===== src/rtl/extract_pkg.sv =====
// Shared constants and FSM state type for the traceback symbol extractor.
package extract_pkg;

    localparam int NIB_W         = 4;
    localparam int FRAME_NIB_DEF = 15;

    typedef enum logic [0:0] {
        IDLE = 1'b0,
        RUN  = 1'b1
    } state_e;

endpackage


===== src/rtl/extract_sched_if.sv =====
// Frame-in / symbol-out handshake bundle for extract_sched.
interface extract_sched_if
    import extract_pkg::*;
#(
    parameter int FRAME_W = NIB_W * FRAME_NIB_DEF
);

    logic [FRAME_W-1:0] i_frame;
    logic               i_frame_valid;
    logic               o_frame_ready;
    logic               i_abort;
    logic [NIB_W-1:0]   o_sym;
    logic               o_sym_valid;
    logic               i_sym_ready;
    logic               o_frame_done;
    logic               o_busy;

    modport slave (
        input  i_frame, i_frame_valid, i_abort, i_sym_ready,
        output o_frame_ready, o_sym, o_sym_valid, o_frame_done, o_busy
    );

    modport master (
        output i_frame, i_frame_valid, i_abort, i_sym_ready,
        input  o_frame_ready, o_sym, o_sym_valid, o_frame_done, o_busy
    );

endinterface


===== src/rtl/extract_sched_frame_buf2.sv =====
// Two-entry frame FIFO; head is the oldest frame, pointers wrap modulo 2.
module frame_buf2 #(
    parameter int FRAME_W = 60
)(
    input  logic               clk,
    input  logic               rst,
    input  logic               push,
    input  logic               pop,
    input  logic [FRAME_W-1:0] din,
    output logic [FRAME_W-1:0] head,
    output logic [1:0]         occupancy
);

    logic [FRAME_W-1:0] mem_q [2];
    logic               wr_ptr_q;
    logic               wr_ptr_d;
    logic               rd_ptr_q;
    logic               rd_ptr_d;
    logic [1:0]         occ_q;
    logic [1:0]         occ_d;
    logic               do_push_s;
    logic               do_pop_s;

    // Writes into a full buffer and reads from an empty one are ignored.
    assign do_push_s = push && (occ_q != 2'd2);
    assign do_pop_s  = pop  && (occ_q != 2'd0);

    // Next pointer and occupancy values from the qualified push/pop.
    always_comb begin
        wr_ptr_d = wr_ptr_q;
        rd_ptr_d = rd_ptr_q;
        occ_d    = occ_q;
        if (do_push_s) begin
            wr_ptr_d = ~wr_ptr_q;
        end else begin
            wr_ptr_d = wr_ptr_q;
        end
        if (do_pop_s) begin
            rd_ptr_d = ~rd_ptr_q;
        end else begin
            rd_ptr_d = rd_ptr_q;
        end
        case ({do_push_s, do_pop_s})
            2'b10:   occ_d = occ_q + 2'd1;
            2'b01:   occ_d = occ_q - 2'd1;
            default: occ_d = occ_q;
        endcase
    end

    // Storage, pointer and occupancy registers; rst also serves as flush.
    always_ff @(posedge clk) begin
        if (rst) begin
            mem_q[0] <= '0;
            mem_q[1] <= '0;
            wr_ptr_q <= 1'b0;
            rd_ptr_q <= 1'b0;
            occ_q    <= 2'd0;
        end else begin
            if (do_push_s) begin
                mem_q[wr_ptr_q] <= din;
            end
            wr_ptr_q <= wr_ptr_d;
            rd_ptr_q <= rd_ptr_d;
            occ_q    <= occ_d;
        end
    end

    assign head      = mem_q[rd_ptr_q];
    assign occupancy = occ_q;

endmodule


===== src/rtl/extract_sched.sv =====
// Splits buffered traceback frames into radix-4 symbols, MSB nibble first.
module extract_sched
    import extract_pkg::*;
#(
    parameter int FRAME_NIB = FRAME_NIB_DEF,
    parameter int FRAME_W   = NIB_W * FRAME_NIB
)(
    input  logic          clk,
    input  logic          rst,
    extract_sched_if.slave bus
);

    localparam int             K_W    = (FRAME_NIB > 1) ? $clog2(FRAME_NIB) : 1;
    localparam logic [K_W-1:0] LAST_K = K_W'(FRAME_NIB - 1);

    state_e             state_q;
    state_e             state_d;
    logic [K_W-1:0]     k_q;
    logic [K_W-1:0]     k_d;
    logic [FRAME_W-1:0] head_s;
    logic [FRAME_W-1:0] shifted_s;
    logic [1:0]         occ_s;
    logic               ready_s;
    logic               push_s;
    logic               pop_s;
    logic               last_pop_s;
    logic               buf_clr_s;
    logic               sym_valid_s;
    logic [NIB_W-1:0]   sym_s;

    // Ready looks only at stored occupancy so a full buffer never bypasses.
    assign sym_valid_s = (state_q == RUN);
    assign ready_s     = !rst && (occ_s < 2'd2);
    assign push_s      = bus.i_frame_valid && ready_s && !bus.i_abort;
    assign pop_s       = sym_valid_s && bus.i_sym_ready && !bus.i_abort && !rst;
    assign last_pop_s  = pop_s && (k_q == LAST_K);
    assign buf_clr_s   = rst || bus.i_abort;

    frame_buf2 #(
        .FRAME_W (FRAME_W)
    ) u_buf (
        .clk       (clk),
        .rst       (buf_clr_s),
        .push      (push_s),
        .pop       (last_pop_s),
        .din       (bus.i_frame),
        .head      (head_s),
        .occupancy (occ_s)
    );

    // State register.
    always_ff @(posedge clk) begin
        if (rst) begin
            state_q <= IDLE;
        end else begin
            state_q <= state_d;
        end
    end

    // Next state: leave RUN only when the final frame drains with no refill.
    always_comb begin
        state_d = state_q;
        case (state_q)
            IDLE: begin
                if (push_s) begin
                    state_d = RUN;
                end else begin
                    state_d = IDLE;
                end
            end
            RUN: begin
                if (bus.i_abort) begin
                    state_d = IDLE;
                end else if (last_pop_s && (occ_s == 2'd1) && !push_s) begin
                    state_d = IDLE;
                end else begin
                    state_d = RUN;
                end
            end
            default: state_d = IDLE;
        endcase
    end

    // Symbol index advances on each pop and restarts at every frame boundary.
    always_comb begin
        k_d = k_q;
        if (bus.i_abort) begin
            k_d = '0;
        end else if (last_pop_s) begin
            k_d = '0;
        end else if (pop_s) begin
            k_d = k_q + K_W'(1);
        end else begin
            k_d = k_q;
        end
    end

    // Symbol index register.
    always_ff @(posedge clk) begin
        if (rst) begin
            k_q <= '0;
        end else begin
            k_q <= k_d;
        end
    end

    // Bring nibble k to the top of the frame; output forced to zero when idle.
    always_comb begin
        shifted_s = head_s << {k_q, 2'b00};
        if (sym_valid_s) begin
            sym_s = shifted_s[FRAME_W-1 -: NIB_W];
        end else begin
            sym_s = 4'h0;
        end
    end

    assign bus.o_frame_ready = ready_s;
    assign bus.o_sym         = sym_s;
    assign bus.o_sym_valid   = sym_valid_s;
    assign bus.o_frame_done  = last_pop_s;
    assign bus.o_busy        = sym_valid_s;

endmodule


===== src/flat_wrapper.sv =====
// flat-port wrapper written by rule: the top's interface ports become plain ports
module extract_sched_flat import extract_pkg::*;
#(
    parameter int FRAME_NIB = FRAME_NIB_DEF,
    parameter int FRAME_W   = NIB_W * FRAME_NIB
)
  (clk, rst, bus_i_frame, bus_i_frame_valid, bus_i_abort, bus_i_sym_ready, bus_o_frame_ready, bus_o_sym, bus_o_sym_valid, bus_o_frame_done, bus_o_busy);
  extract_sched_if #(.FRAME_W(FRAME_W)) bus_i ();
  input  logic clk;
  input  logic rst;
  input wire logic [$bits(bus_i.i_frame)-1:0] bus_i_frame;
  input wire logic [$bits(bus_i.i_frame_valid)-1:0] bus_i_frame_valid;
  input wire logic [$bits(bus_i.i_abort)-1:0] bus_i_abort;
  input wire logic [$bits(bus_i.i_sym_ready)-1:0] bus_i_sym_ready;
  output wire logic [$bits(bus_i.o_frame_ready)-1:0] bus_o_frame_ready;
  output wire logic [$bits(bus_i.o_sym)-1:0] bus_o_sym;
  output wire logic [$bits(bus_i.o_sym_valid)-1:0] bus_o_sym_valid;
  output wire logic [$bits(bus_i.o_frame_done)-1:0] bus_o_frame_done;
  output wire logic [$bits(bus_i.o_busy)-1:0] bus_o_busy;
  assign bus_i.i_frame = bus_i_frame;
  assign bus_i.i_frame_valid = bus_i_frame_valid;
  assign bus_i.i_abort = bus_i_abort;
  assign bus_i.i_sym_ready = bus_i_sym_ready;
  assign bus_o_frame_ready = bus_i.o_frame_ready;
  assign bus_o_sym = bus_i.o_sym;
  assign bus_o_sym_valid = bus_i.o_sym_valid;
  assign bus_o_frame_done = bus_i.o_frame_done;
  assign bus_o_busy = bus_i.o_busy;
  extract_sched #(.FRAME_NIB(FRAME_NIB), .FRAME_W(FRAME_W)) u_core (.clk(clk), .rst(rst), .bus(bus_i));
endmodule

===== config.mk =====
export PLATFORM = sky130hd
export DESIGN_NAME = extract_sched_flat
export DESIGN_NICKNAME = d
export VERILOG_FILES = /design/src/rtl/extract_pkg.sv /design/src/rtl/extract_sched_if.sv /design/src/rtl/extract_sched_frame_buf2.sv /design/src/rtl/extract_sched.sv /design/src/flat_wrapper.sv
export SDC_FILE = /design/constraint.sdc
export NUM_CORES = 1
export LEC_CHECK = 0
export BUFFER_PORTS_ARGS = -buffer_cell sky130_fd_sc_hd__buf_2
export CAP_MARGIN = 10
export CORE_MARGIN = 2
export CORE_UTILIZATION = 52
export DETAILED_ROUTE_END_ITERATION = 12
export GPL_ROUTABILITY_DRIVEN = 0
export PLACE_DENSITY_LB_ADDON = 0.2
export RECOVER_POWER = 100
export SETUP_SLACK_MARGIN = 0.02
export SLEW_MARGIN = 5
export SYNTH_ARGS = -nofsm -noshare
export SYNTH_HDL_FRONTEND = slang
export SYNTH_SLANG_ARGS = --single-unit

===== constraint.sdc =====
create_clock -name clk -period 2.76 [get_ports clk]
set_input_delay 0.552 -clock clk [delete_from_list [all_inputs] [get_ports clk]]
set_output_delay 0.552 -clock clk [all_outputs]
set_load 0.1 [all_outputs]

==> results of run 1 <==
power groups by stage:
stage               logic [µW]  registers, µW  clock network, µW
floorplan                  145           2310                  0
global placement           255           2320                  0
detailed placement         262           2320                  0
CTS                        264           2280               2370
global route               280           2290               2460
finish                     255           2280               2330
cell families after synthesis:
group                    after synthesis  share of synthesized area, %
adder cells (fa/ha/maj)                6                          1.25
AO/OA/AOI/OAI                         48                          5.09
AND/OR/NAND/NOR                      162                          16.4
XOR/XNOR                               4                         0.582
multiplexers                          48                          10.8
buffers and inverters                 31                          2.64
flip-flops                           130                          63.2
cells in the final DEF, fill, tap and decap left out, types with 5 or more instances in the layout:
master	synthesis	layout
a22oi_2	0	7
dfxtp_1	10	5
and2_0	0	49
clkbuf_1	18	5
and2_1	120	71
mux4_2	6	7
o22ai_1	8	8
mux4_1	6	5
mux2i_1	36	35
buf_2	1	64
a21oi_1	7	7
edfxtp_1	120	120
a22oi_1	12	5
nor2_1	8	6
nand2_1	9	9
buf_4	1	12
ha_1	6	6
o21ai_0	10	6
clkbuf_16	0	17
nand3_1	6	5
final cells by class:
cell class / count / area, µm² / area share, %
timing repair buffer: 95 / 611 / 8.28
clock buffer: 18 / 429 / 5.82
multi-input combinational: 268 / 2140 / 29.0
inverter: 4 / 15.0 / 0.204
sequential: 130 / 3810 / 51.7
clock inverter: 14 / 188 / 2.54
tap: 143 / 179 / 2.43
per-layer routing:
metal	wire length, µm	global-route usage (%)
met1	5460	28.9
met4	190	7.74
met2	6170	33.8
met3	634	4.95
met5	0	0
state kept, by name (all words and copies together), names as in the netlist, named ones only:
name and cells:
u_core.u_buf.wr_ptr_q 1, u_core.bus.o_busy 1, u_core.u_buf.mem_q 120, u_core.u_buf.rd_ptr_q 1
u_core.k_q 4, u_core.u_buf.occupancy 2
repair_timing:
item / CTS / global route
pin swaps: 4 / 7
gates resized for setup: 10 / 17
setup endpoints to repair: 4 / 4
buffers inserted: 0 / 4
cloned: 1 / 0
cells in the mapped netlist (2+ instances only):
master	instances
and2_1	120
edfxtp_1	120
mux2i_1	36
clkbuf_1	18
a22oi_1	12
dfxtp_1	10
o21ai_0	10
nand2_1	9
nor2_1	8
o22ai_1	8
a21oi_1	7
ha_1	6
mux4_1	6
mux4_2	6
nand3_1	6
a211oi_1	5
buf_6	5
a31oi_1	4
inv_1	4
nand3b_1	3
or2_2	3
buf_1	2
nand2b_1	2
nor2_2	2
nor2b_1	2
xnor2_1	2
xor2_1	2
worst min-delay path, cell delays in order:
cell and delay [ns]:
buf_2 0.11, nand2_1 0.06, a21oi_1 0.05
through the flow:
stage,hold WS [ns],power (µW)
CTS,0.400,4910
floorplan,0.450,2460
global placement,0.470,2570
detailed placement,0.480,2580
finish,0.407,4870
global route,0.414,5030
worst min-delay path by stage:
stage | startpoint | to | cells after the start
2_1_floorplan | u_core.u_buf.wr_ptr_q | u_core.u_buf.wr_ptr_q | 2
3_3_place_gp | u_core.u_buf.wr_ptr_q | u_core.u_buf.wr_ptr_q | 2
3_5_place_dp | u_core.u_buf.wr_ptr_q | u_core.u_buf.wr_ptr_q | 2
4_1_cts | bus_i_frame_valid | u_core.bus.o_busy | 3
5_1_grt | bus_i_frame_valid | u_core.bus.o_busy | 3
6_report | bus_i_frame_valid | u_core.bus.o_busy | 3
==> results.md, run 1 <==
- Cell mode on critical path: buf_12
- Global-route wire length before repair: 19.9 mm
- CP Data Required Time: around 2.2 ns
- VDD IR max: 0.413 mV
- Lkg Pwr: 0.00277 µW
- Clock transition at the registers of the reported paths: roughly 0.050 ns
- Antenna diode instance count: 0
- WP buf/inv: 3
- Num CTS Buffers: 17
- Sequential cell area fraction in the yosys report: 63.2%
- Unrepaired setup endpoints after global routing: true
- Area delta synth->final: 22.5%
- Fill count: 874
- Setup TNS: 0 ns
- Final Max Slew Viols: 0
- Vias in the first global route: 3,755
- # hold bufs at CTS: 0
- # DRC: 0
- Avg Inst Size Synth: 14.0 µm²
- Starting Density: between 50 and 60%
- Ys Warns: 0
- DRT iter0 DRCs: 236
- Utilization after layout: 64.9%
- R2R Setup Slk: 0.36 ns
- Slew margin rel.: 23.1%
- Clock group share of total power: between 40% and 50%
- Post-synth EDFFs: 120
- Cell area after layout: roughly 7400 µm²
- Core Area: 11,400 µm²
- Cell taking the most area after synthesis: edfxtp_1
- Antenna Violating Nets Remaining: 0
- Number of max-cap violations: 0
- Worst setup SP type: flop
- Slew @ Worst Pin: 1.16 ns
- Total number of vias: 3,669
- Fin cells: 672
- Share of cells above drive strength 1: 30.2%
- Fin crit period: between 2 and 3 ns
- Total track usage: 21.2%
- Post-synthesis cell area: about 6000 µm²
- Asr flop ratio synth: 0%
- Cells after Synth: 429
- Post-detailed-routing wire length: 12.5 mm
- Std-Cell Rows: 39
- Chip Width: roughly 110 µm
- Reg2Reg Depth: 7
- I/O pin total: 73
- Dominant synthesized flop cell: edfxtp_1
- Status: completed
- Crit path kind: reg -> out
- Final setup viols: 0
- RR Startpoint: u_core.u_buf.occupancy[0]
- Post-synth top area share: 59.8%
- Vias per cell: 5.46
- Setup ws final: 0.0429 ns
- Placed Instances: 635
- Critical Path AT: around 2.2 ns
- Pwr/cell area: 660 nW/µm²
- Die Y: 112 µm
- Largest net degree at the start of global routing: 61
- Delay-heaviest family, CP: multiplexers
- Setup crit end: bus_o_sym[3]
- Clock latency on the worst-skew pair: between 0.4 and 0.5 ns
- CTS root buf: clkbuf_16
- Psw: 1020 µW
- Grt ovf: 0
- Critical Path End Type: output port
- Tcrit/Tclk final: 98.4%
- Nets: 587
- Area of the die: 12,500 µm²
- CTS max path bufs: 2
- Worst Hold Class: in -> reg
- Seq pwr share: 46.8%
- PortBufs: 72
- Net Sw Frac: 20.8%
- Critical-path top delay cell: mux4_2
- Initial antenna violation count: 0
- Int Pwr: between 3000 and 4000 µW
- H-tree Lvls: 4
- Syn Nets: 500
- Unique cell type count in the Yosys netlist: 38
- Pre-CTS WS: 0.243 ns
- R2R Path End: u_core.u_buf.mem_q[1][37]
- CP Depth: 6
- CP max FO: 6
- Clk sinks: 130
- Post-DP Area: 6700 µm²
- Critical Path Max Stage Delay: about 0.52 ns
- Hold Vio Cnt, Final: 0
- Max frequency: 368 MHz
- Combinational Power Share: 5.2%
- Synth top area cells: edfxtp_1 60%, and2_1 12%, mux2i_1 6.0%
- Setup Skew: roughly 0.011 ns
- Final HPWL DP: between 7 and 8 mm
- Crit-path cells: buf_12, mux4_2, a211oi_2, buf_4, a22oi_2, buf_12
- Routed wire per std cell: 18.5 µm
- CTS tree: built
- Seq cells post-synth: 130
- Initial DRT Pass Iterations: 4
Note: power is estimated with default switching activity, not from simulation.
==> run 2, diff against run 1 <==
- CORE_UTILIZATION: 52 -> 53
- SYNTH_HIERARCHICAL: unset -> 1
==> run 2 against run 1 <==
Effect of this change: the run now ends with negative setup slack left; sequential power hardly changed; sequential share of layout area decreased by 2.3 points; combinational power up 9.4%; global-route usage is 0.54 points higher; clock power shrank 11%; largest power group is now sequential cells; clock skew down 0.0032 ns; largest cell class unchanged; hold slack improved by 0.050 ns; total power fell by 5.4%; design area increased by 4.5%; final cell count up 11%.
==> results.md, run 2 <==
- Status: finished, violations left
- Failing checks: negative setup slack
- Share of cells above drive strength 1: 34.8%
- CTS max path bufs: 2
- Final HPWL DP: 7.99 mm
- Syn Nets: 568
- R2R Setup Slk: between 0.3 and 0.4 ns
- Post-synth top area share: 56.1%
- Commonest non-fill, non-tap cell in the layout: nor2_1
- Dominant synthesized flop cell: edfxtp_1
- PortBufs: 72
- Top-count cell post-synth: nor2_1
- Worst setup SP type: flop
- Antenna diode instance count: 0
- # DRC: 0
- Total track usage: about 22%
- Setup Skew: 0.00771 ns
- Final setup viols: 4
- Worst Hold Class: in -> reg
- Unrepaired setup endpoints after global routing: true
- Cell area after layout: 7710 µm²
- Core Area: between 10,000 and 15,000 µm²
- WHS Endpoint: u_core/u_buf/mem_q[1][10]
- Nets: ~650
- Fill count: 942
- Most frequent cells in the layout: 129 x nor2_1, 120 x edfxtp_1, 64 x buf_2
- Clock transition at the registers of the reported paths: ~0.05 ns
- Cell mode on critical path: buf_12
- CTS root buf: clkbuf_16
- Critical Path AT: roughly 2.4 ns
- I/O pin total: 73
- RR Startpoint: u_core/u_buf/occupancy[1]
- Total power: 4610 µW
- Ys Warns: 6
- R2R Path End: u_core/u_buf/mem_q[0][53]
- Global-route wire length before repair: 20.9 mm
- Die Y: 114 µm
- Unique cell type count in the Yosys netlist: 38
- Post-DP Area: around 7000 µm²
- Largest net degree at the start of global routing: 68
- Asr flop ratio synth: 0%
- Total number of vias: 4,021
- Num CTS Buffers: 17
- Fin crit period: 2.91 ns
- Slew @ Worst Pin: 1.40 ns
- Vias per cell: 5.40
- Lkg Pwr: 0.00286 µW
- CP max FO: 7
- Hold Path Cell Cnt: 3
- Final Max Slew Viols: 0
- Cells after Synth: 500
- Slew margin rel.: 6.48%
- Grt ovf: 0
- Area of the die: 13,000 µm²
- Setup TNS: -0.488 ns
- HP Start: bus_i_frame[10]
- Starting Density: 53.9%
- Initial DRT Pass Iterations: 5
- Crit path kind: reg -> out
- Sequential cell area fraction in the yosys report: 59.2%
- Antenna Violating Nets Remaining: 0
- Reg2Reg Depth: 5
- Avg Inst Size Synth: 12.8 µm²
- Crit-path cells: buf_12, mux2_2, mux4_2, o2111ai_4, nand2_2, buf_12
- H-tree Lvls: 4
- Number of max-cap violations: 0
- Post-synthesis cell area: 6420 µm²
- Vias in the first global route: 4,023
- DRT iter0 DRCs: 343
- Commonest cells in the netlist: 129 x nor2_1, 120 x edfxtp_1, 63 x nand2b_1
- CTS tree: built
- Tcrit/Tclk final: 105%
- Post-detailed-routing wire length: 13.3 mm
- Cell taking the most area after synthesis: edfxtp_1
- Setup ws final: -0.149 ns
- Seq cells post-synth: 130
- Chip Width: 114 µm
- Pwr/cell area: 598 nW/µm²
- Std-Cell Rows: 40
- VDD IR max: 0.450 mV
- Critical-path top delay cell: mux4_2
- # hold bufs at CTS: 0
- Max frequency: 344 MHz
- Clk sinks: 130
- Initial antenna violation count: 0
- Area delta synth->final: 20.0%
- Synth top area cells: edfxtp_1 56%, mux2_2 11%, nor2_1 7.5%
- Largest Register: u_core/u_buf/mem_q
- Hold Vio Cnt, Final: 0
- Clock latency on the worst-skew pair: 0.42 ns
- Critical Path End Type: output port
- Routed wire per std cell: around 18 µm
- CP Data Required Time: 2.21 ns
- Max reg flops: 120
- Post-synth EDFFs: between 100 and 150
- Critical Path Max Stage Delay: 0.52 ns
- Smallest hold slack: 0.457 ns
==> run 2: worst max-delay path by stage <==
| stage | startpoint | to | slack [ns] | cells after the start |
|---|---|---|---|---|
| 5_1_grt | flop | bus_o_sym[1] | -0.22 | 6 |
| 6_report | flop | bus_o_sym[1] | -0.15 | 6 |
| 3_5_place_dp | flop | bus_o_sym[1] | 0.15 | 6 |
| 2_1_floorplan | u_core/k_q[0] | u_core/u_buf/occupancy[1] | 0.07 | 11 |
| 3_3_place_gp | flop | bus_o_sym[1] | 0.16 | 6 |
| 4_1_cts | flop | bus_o_sym[3] | -0.21 | 7 |
==> run 2: per-layer routing <==
layer | track usage [%] | vias up | part of all wire, %
li1 | - | 1937 | -
met1 | 28.2 | 1974 | 43
met2 | 35.7 | 97 | 52
met3 | 5.40 | 13 | 4.4
met4 | 8.13 | 0 | 1.3
met5 | 0 | - | 0
==> run 2: per-stage QoR <==
step                utilization [%]  cells  setup slack, ns
floorplan                         -    500           0.0666
global placement               58.8    701            0.157
detailed placement             58.8    701            0.150
CTS                            65.1    740           -0.210
global route                   64.7    744           -0.223
finish                         64.7    744           -0.149
==> run 2: final cells by class <==
| cell class | instances | area (µm²) | area share (%) |
|---|---|---|---|
| repair buffers | 101 | 711 | 9.22 |
| clock inverters | 6 | 53.8 | 0.698 |
| well taps | 147 | 184 | 2.39 |
| clock buffers | 26 | 499 | 6.48 |
| flip-flops and latches | 130 | 3810 | 49.4 |
| inverters | 4 | 18.8 | 0.244 |
| multi-input cells | 330 | 2430 | 31.5 |
==> run 2: critical path, delay by kind of cell (launching register included) <==
| family | cells | cell delay (ns) |
|---|---|---|
| flip-flops | 1 | 0.42 |
| multiplexers | 2 | 0.85 |
| buffers and inverters | 2 | 0.31 |
| AO/OA/AOI/OAI | 1 | 0.25 |
| AND/OR/NAND/NOR | 1 | 0.11 |
==> run 2: kinds of logic after synthesis <==
kind of cell             Yosys count  share of synthesized area, %
AND/OR/NAND/NOR                  222                          16.8
flip-flops                       130                          59.2
multiplexers                      79                          15.7
buffers and inverters             40                          4.42
AO/OA/AOI/OAI                     20                          2.42
XOR/XNOR                           6                         0.818
adder cells (fa/ha/maj)            3                         0.584
==> run 2: what timing repair did <==
item                       4_1_cts  5_1_grt
resized for setup               23       11
setup endpoints to repair        4        4
gates cloned                     3        1
pin swaps                        7        4
setup buffers                    4        5
==> run 2: report_power, final <==
group	leakage [µW]	switching [µW]	internal, µW
clock	0.000275	743	1320
combinational	0.00116	159	120
sequential	0.00143	27.1	2240
